==> src/rtl/rv32i_pkg.sv <==
// rv32i_pkg: encoder operation enum, RV32I opcode constants and canonical NOP
package rv32i_pkg;
  typedef enum logic [5:0] {
    OP_ADD, OP_SUB, OP_SLL, OP_SLT, OP_SLTU, OP_XOR, OP_SRL, OP_SRA, OP_OR, OP_AND,
    OP_ADDI, OP_SLTI, OP_SLTIU, OP_XORI, OP_ORI, OP_ANDI, OP_SLLI, OP_SRLI, OP_SRAI,
    OP_LB, OP_LH, OP_LW, OP_LBU, OP_LHU, OP_SB, OP_SH, OP_SW,
    OP_BEQ, OP_BNE, OP_BLT, OP_BGE, OP_BLTU, OP_BGEU,
    OP_JAL, OP_JALR, OP_LUI, OP_AUIPC
  } enc_op_t;
  localparam logic [6:0] OPC_OP     = 7'b0110011;
  localparam logic [6:0] OPC_OPIMM  = 7'b0010011;
  localparam logic [6:0] OPC_LOAD   = 7'b0000011;
  localparam logic [6:0] OPC_STORE  = 7'b0100011;
  localparam logic [6:0] OPC_BRANCH = 7'b1100011;
  localparam logic [6:0] OPC_JAL    = 7'b1101111;
  localparam logic [6:0] OPC_JALR   = 7'b1100111;
  localparam logic [6:0] OPC_LUI    = 7'b0110111;
  localparam logic [6:0] OPC_AUIPC  = 7'b0010111;
  localparam logic [31:0] RV_NOP = 32'h00000013;
endpackage

==> src/rtl/instr_enc_core.sv <==
// instr_enc_core: combinational RV32I encoder with immediate legality checks
module instr_enc_core
  import rv32i_pkg::*;
(
  input  enc_op_t     op,
  input  logic [4:0]  rd,
  input  logic [4:0]  rs1,
  input  logic [4:0]  rs2,
  input  logic [31:0] imm,
  output logic [31:0] instr,
  output logic        err
);
  logic signed [31:0] s;
  logic is_r, is_ia, is_sh, is_ld, is_s, is_b, is_u, ok;
  logic i_ok, sh_ok, b_ok, j_ok, u_ok;
  logic [2:0] f3;
  logic [6:0] f7;
  logic [31:0] enc;
  assign s     = imm;
  assign is_r  = op <= OP_AND;
  assign is_ia = op >= OP_ADDI && op <= OP_ANDI;
  assign is_sh = op >= OP_SLLI && op <= OP_SRAI;
  assign is_ld = op >= OP_LB && op <= OP_LHU;
  assign is_s  = op >= OP_SB && op <= OP_SW;
  assign is_b  = op >= OP_BEQ && op <= OP_BGEU;
  assign is_u  = op == OP_LUI || op == OP_AUIPC;
  assign i_ok  = s >= -2048 && s <= 2047;
  assign sh_ok = imm < 32'd32;
  assign b_ok  = !imm[0] && s >= -4096 && s <= 4094;
  assign j_ok  = !imm[0] && s >= -(1 <<< 20) && s <= (1 <<< 20) - 2;
  assign u_ok  = imm[11:0] == 12'd0;
  assign f7    = (op == OP_SUB || op == OP_SRA || op == OP_SRAI) ? 7'b0100000 : 7'b0000000;
  always_comb begin
    f3 = 3'd0;
    case (op)
      OP_SLL, OP_SLLI, OP_LH, OP_SH, OP_BNE:                f3 = 3'd1;
      OP_SLT, OP_SLTI, OP_LW, OP_SW:                       f3 = 3'd2;
      OP_SLTU, OP_SLTIU:                                   f3 = 3'd3;
      OP_XOR, OP_XORI, OP_LBU, OP_BLT:                     f3 = 3'd4;
      OP_SRL, OP_SRA, OP_SRLI, OP_SRAI, OP_LHU, OP_BGE:    f3 = 3'd5;
      OP_OR, OP_ORI, OP_BLTU:                              f3 = 3'd6;
      OP_AND, OP_ANDI, OP_BGEU:                            f3 = 3'd7;
      default:                                             f3 = 3'd0;
    endcase
  end
  assign enc = is_r  ? {f7, rs2, rs1, f3, rd, OPC_OP}
             : is_sh ? {f7, imm[4:0], rs1, f3, rd, OPC_OPIMM}
             : is_ia ? {imm[11:0], rs1, f3, rd, OPC_OPIMM}
             : is_ld ? {imm[11:0], rs1, f3, rd, OPC_LOAD}
             : op == OP_JALR ? {imm[11:0], rs1, 3'd0, rd, OPC_JALR}
             : is_s  ? {imm[11:5], rs2, rs1, f3, imm[4:0], OPC_STORE}
             : is_b  ? {imm[12], imm[10:5], rs2, rs1, f3, imm[4:1], imm[11], OPC_BRANCH}
             : op == OP_JAL ? {imm[20], imm[10:1], imm[11], imm[19:12], rd, OPC_JAL}
             : {imm[31:12], rd, op == OP_LUI ? OPC_LUI : OPC_AUIPC};
  // undefined enum values match no class and so fall out as illegal
  assign ok = is_r || ((is_ia || is_ld || is_s || op == OP_JALR) && i_ok) || (is_sh && sh_ok)
           || (is_b && b_ok) || (op == OP_JAL && j_ok) || (is_u && u_ok);
  assign instr = ok ? enc : RV_NOP;
  assign err   = !ok;
endmodule

==> src/rtl/instr_encoder.sv <==
// instr_encoder: two-stage valid/ready RV32I encoder with word address and error counters
module instr_encoder
  import rv32i_pkg::*;
#(
  parameter int ADDR_W    = 10,
  parameter int BASE_ADDR = 0
) (
  input  logic              clk,
  input  logic              rst_n,
  input  logic              in_valid,
  output logic              in_ready,
  input  enc_op_t           in_op,
  input  logic [4:0]        in_rd,
  input  logic [4:0]        in_rs1,
  input  logic [4:0]        in_rs2,
  input  logic [31:0]       in_imm,
  output logic              out_valid,
  input  logic              out_ready,
  output logic [31:0]       out_instr,
  output logic [ADDR_W-1:0] out_addr,
  output logic              out_err,
  input  logic              addr_clr,
  output logic [15:0]       err_count
);
  localparam logic [ADDR_W-1:0] BASE = ADDR_W'(BASE_ADDR);
  logic a_valid, enc_err, xfer, b_load;
  enc_op_t a_op;
  logic [4:0] a_rd, a_rs1, a_rs2;
  logic [31:0] a_imm, enc;
  instr_enc_core u_core (
    .op(a_op), .rd(a_rd), .rs1(a_rs1), .rs2(a_rs2), .imm(a_imm), .instr(enc), .err(enc_err)
  );
  assign xfer     = out_valid && out_ready;
  assign b_load   = !out_valid || out_ready;
  assign in_ready = !a_valid || b_load;
  always_ff @(posedge clk or negedge rst_n) begin
    if (!rst_n) begin
      a_valid   <= 1'b0;
      a_op      <= OP_ADD;
      a_rd      <= '0;
      a_rs1     <= '0;
      a_rs2     <= '0;
      a_imm     <= '0;
      out_valid <= 1'b0;
      out_instr <= '0;
      out_err   <= 1'b0;
      out_addr  <= BASE;
      err_count <= '0;
    end else begin
      if (in_ready) begin
        a_valid <= in_valid;
        if (in_valid) {a_op, a_rd, a_rs1, a_rs2, a_imm} <= {in_op, in_rd, in_rs1, in_rs2, in_imm};
      end
      if (b_load) out_valid <= a_valid;
      if (b_load && a_valid) {out_instr, out_err} <= {enc, enc_err};
      // a clear coinciding with a transfer wins over the increment
      if (addr_clr) out_addr <= BASE;
      else if (xfer) out_addr <= out_addr + 1'b1;
      if (xfer && out_err && err_count != 16'hFFFF) err_count <= err_count + 1'b1;
    end
  end
endmodule

==> config.mk <==
export PLATFORM = sky130hd
export DESIGN_NAME = instr_encoder
export DESIGN_NICKNAME = d
export VERILOG_FILES = /design/src/rtl/rv32i_pkg.sv /design/src/rtl/instr_enc_core.sv /design/src/rtl/instr_encoder.sv
export SDC_FILE = /design/constraint.sdc
export NUM_CORES = 1
export LEC_CHECK = 0
export CAP_MARGIN = 20
export CELL_PAD_IN_SITES_DETAIL_PLACEMENT = 1
export CELL_PAD_IN_SITES_GLOBAL_PLACEMENT = 2
export CORE_ASPECT_RATIO = 0.8
export CORE_UTILIZATION = 33
export DETAILED_ROUTE_END_ITERATION = 10
export PLACE_DENSITY_LB_ADDON = 0.1
export SLEW_MARGIN = 15
export SYNTH_ARGS = -nofsm -noshare
export SYNTH_HDL_FRONTEND = slang
export SYNTH_SLANG_ARGS = --single-unit
==> constraint.sdc <==
create_clock -name clk -period 2.87 [get_ports clk]
set_input_delay 0.4305 -clock clk [delete_from_list [all_inputs] [get_ports clk]]
set_output_delay 0.4305 -clock clk [all_outputs]
set_load 0.01 [all_outputs]
==> qor.tcl <==
set qor(outcome) {complete, no violations}
set qor(htree_num_levels) 4
set qor(die_h_um) 121
set qor(power.share.combinational) 0.249
set qor(setup_ws_ps) 222
set qor(grt_start_max_net_pins) 57
set qor(grt_pass1_wl_um) 28900
set qor(critical_path_endpoint_category) {flip-flop}
set qor(design.die.area_sq_um) 18100
set qor(antenna_found_initial) 0
set qor(post-place-ws_ps) 239
set qor(max-clock-path-buffers) 2
set qor(routed-wl-met2_um) 8030
set qor(route.detailed.wl_per_inst_um) 20.4
set qor(max_slew_margin) 0.624
set qor(core_sq_um) 16900
set qor(placement.io_buffers) 118
set qor(powerDensity_nw_per_um2) 730
set qor(finish.net_count) 742
set qor(detail_route.first_pass.iterations) 4
set qor(cts.sink_count) 113
set qor(synthesis.instances) 538
set qor(route.met3.wl_um) 817
set qor(setup_total_negative_slack_ps) 0
set qor(drc) 0
set qor(worst_setup_path_start_kind) {flip-flop}
set qor(synth-async-reset-ratio) 1.00
set qor(netlist_area_sq_um) 5800
set qor(dr.first_iter.drc_count) 190
set qor(resized_cells_post_cts) 0
set qor(ir_drop_v) 0.000361
set qor(die_x_um) 150
set qor(synth-warning-count) 0
set qor(initial_core_utilization) 0.344
set qor(holdWs_ps) 2.94
set qor(setup_repair_after_global_routing_missed_its_margin) {no}
set qor(rows) 42
set qor(gr-usage-all-layers) 0.216
set qor(path_class) {flip-flop to flip-flop}
set qor(crit_path_max_fanout) 30
set qor(cts.root.buffer_cell) {sky130_fd_sc_hd__clkbuf_16}
set qor(ys_seq_elements) 113
set qor(seqPwrFrac) 0.357
set qor(mostFrequentLayoutCells) {117 x sky130_fd_sc_hd__clkdlybuf4s50_1, 113 x sky130_fd_sc_hd__dfrtp_1, 57 x sky130_fd_sc_hd__mux2_2, 47 x sky130_fd_sc_hd__nand2_1, 34 x sky130_fd_sc_hd__nor2_1}
set qor(io_pins) 119
set qor(skew_ps) 20.1
set qor(via_count) 4884
set qor(route.final.wire_length_um) 18500
set qor(cts_tree) {yes}
set qor(highest-signal-layer) {met4}
set qor(globalRouteOverflowTotal) 0
set qor(ys_seq_area_frac) 0.488
set qor(route.antenna.remaining_nets) 0
set qor(synth_nets) 605
set qor(finalCritPeriodShare) 0.923
set qor(layout-drive-gt1-share) 0.191
set qor(viasPerCell) 5.38
set qor(cts-buffers-inserted) 17
set qor(area_growth_pct) 38.7
set qor(critical_path_required_ps) 3160
set qor(synth-edff-count) 0
set qor(synth_top_flop_cell) {sky130_fd_sc_hd__dfrtp_1}
set qor(switching_share) 0.300
set qor(cellLeakagePower_nw) 3.40
set qor(clockPowerShare) 0.394
set qor(period_minus_slack_ps) 2650
set qor(clk_pin_slew_ps) 50
set qor(worst_slew_pin_slew_ps) 564
set qor(max-cap-violations) 0
set qor(crit_arrival_ps) 2940
set qor(routabilityCongestion) 0.862
set qor(first_global_vias) 4912
set qor(layout.cells.most_common) {sky130_fd_sc_hd__clkdlybuf4s50_1}
set qor(detailed_placement_hpwl_um) 13700
set qor(clk-insertion-delay-late_ps) 430
set qor(synth_area_per_cell_sq_um) 10.8
set qor(hold_path.class) {primary input to async pin}
set qor(finalHoldViolCount) 0
set qor(wl_met1_um) 9550
set qor(ys_types) 57
set qor(post_cts_repair_timing_setup_buffer_count) 0
set qor(internal_power_mw) 4.11
set qor(ant_cells) 0
set qor(max_freq_mhz) 378
set qor(cts_hold_repair.buffers) 0
set qor(p_switching_mw) 1.76
set qor(total_power_mw) 5.87
set qor(slew_viol_final) 0
set qor(setup_viol) 0
==> power by group through the flow <==
stage | registers (mW) | clock network (mW) | logic, mW
2_1_floorplan | 2.07 | 0 | 0.750
3_3_place_gp | 2.11 | 0 | 1.44
3_5_place_dp | 2.12 | 0 | 1.46
4_1_cts | 2.10 | 2.37 | 1.47
5_1_grt | 2.13 | 2.43 | 1.58
6_report | 2.09 | 2.32 | 1.46
==> cells in the mapped netlist (all sizes together), types with 6 or more instances <==
master  instances  area (sq um)
dfrtp         113          2830
mux2           57           642
nand2          49           186
nor2           34           128
o31ai          20           150
clkbuf         19          72.6
nand4          17           106
a211oi         16           120
a21oi          16          83.8
mux2i          15           150
nand3          15          75.1
inv            14          52.6
buf            13          76.3
xnor2          12           105
and3           11          68.8
o21ai          10          50.1
xor2           10          87.6
ha              9           113
nand2b          9          56.3
nor4            9          62.6
and2            6          37.5
==> stage by stage <==
step                      utilization  cell area [sq um]  instances
after global routing            0.476               8040        907
final                           0.476               8040        907
after floorplan                     -               5800        538
after CTS                       0.476               8040        907
after global placement          0.438               7390        876
after detailed placement        0.438               7390        876
==> final timing paths <==
kind                               start  slack, ps  cells past startpoint       endpoint
max reg2reg                    a_imm[12]        220                      7   out_instr[4]
min in group clk           out_instr[11]        490                      2  out_instr[11]
max                            a_imm[12]        220                      7   out_instr[4]
min                                rst_n          3                      1        a_rd[3]
max in group asynchronous          rst_n       2160                      2      a_imm[20]
min reg2reg                out_instr[11]        490                      2  out_instr[11]
==> layer usage <==
metal	GRT usage	vias up
met3	0.0494	11
met2	0.310	132
met1	0.323	2489
met4	0.0593	0
met5	0	-
li1	-	2252
==> state kept, by name, indices dropped and copies added (netlist names) <==
register,count
a_imm,32
a_op,6
a_rd,5
a_rs1,5
a_rs2,5
a_valid,1
err_count,16
out_addr,10
out_err,1
out_instr,31
out_valid,1
==> critical path: stages, from the launching register on <==
cell	delay, ps
sky130_fd_sc_hd__dfrtp_1	430
sky130_fd_sc_hd__nor4_1	440
sky130_fd_sc_hd__nand2_1	140
sky130_fd_sc_hd__or3_1	360
sky130_fd_sc_hd__a211oi_1	470
sky130_fd_sc_hd__nor4_4	110
sky130_fd_sc_hd__buf_12	190
sky130_fd_sc_hd__o32a_1	360
==> layout make-up <==
cell class,instances,area (sq um)
multi-input cells,379,2780
well taps,220,275
flip-flops and latches,113,2830
inverters,14,52.6
fillers,1814,8830
clock buffers,22,494
repair buffers,150,1460
clock inverters,9,153
==> logic make-up (layout without fill, tap and decap cells) <==
| family | count (synthesis) | after routing | synth area share |
|---|---|---|---|
| compound gates | 100 | 100 | 0.127 |
| xor+xnor | 22 | 22 | 0.0332 |
| fa+ha+maj | 9 | 9 | 0.0194 |
| buf+inv | 46 | 195 | 0.0347 |
| flops | 113 | 113 | 0.488 |
| mux | 73 | 73 | 0.141 |
| simple gates | 175 | 175 | 0.158 |
No activity file was read; power rests on OpenSTA's default activity.
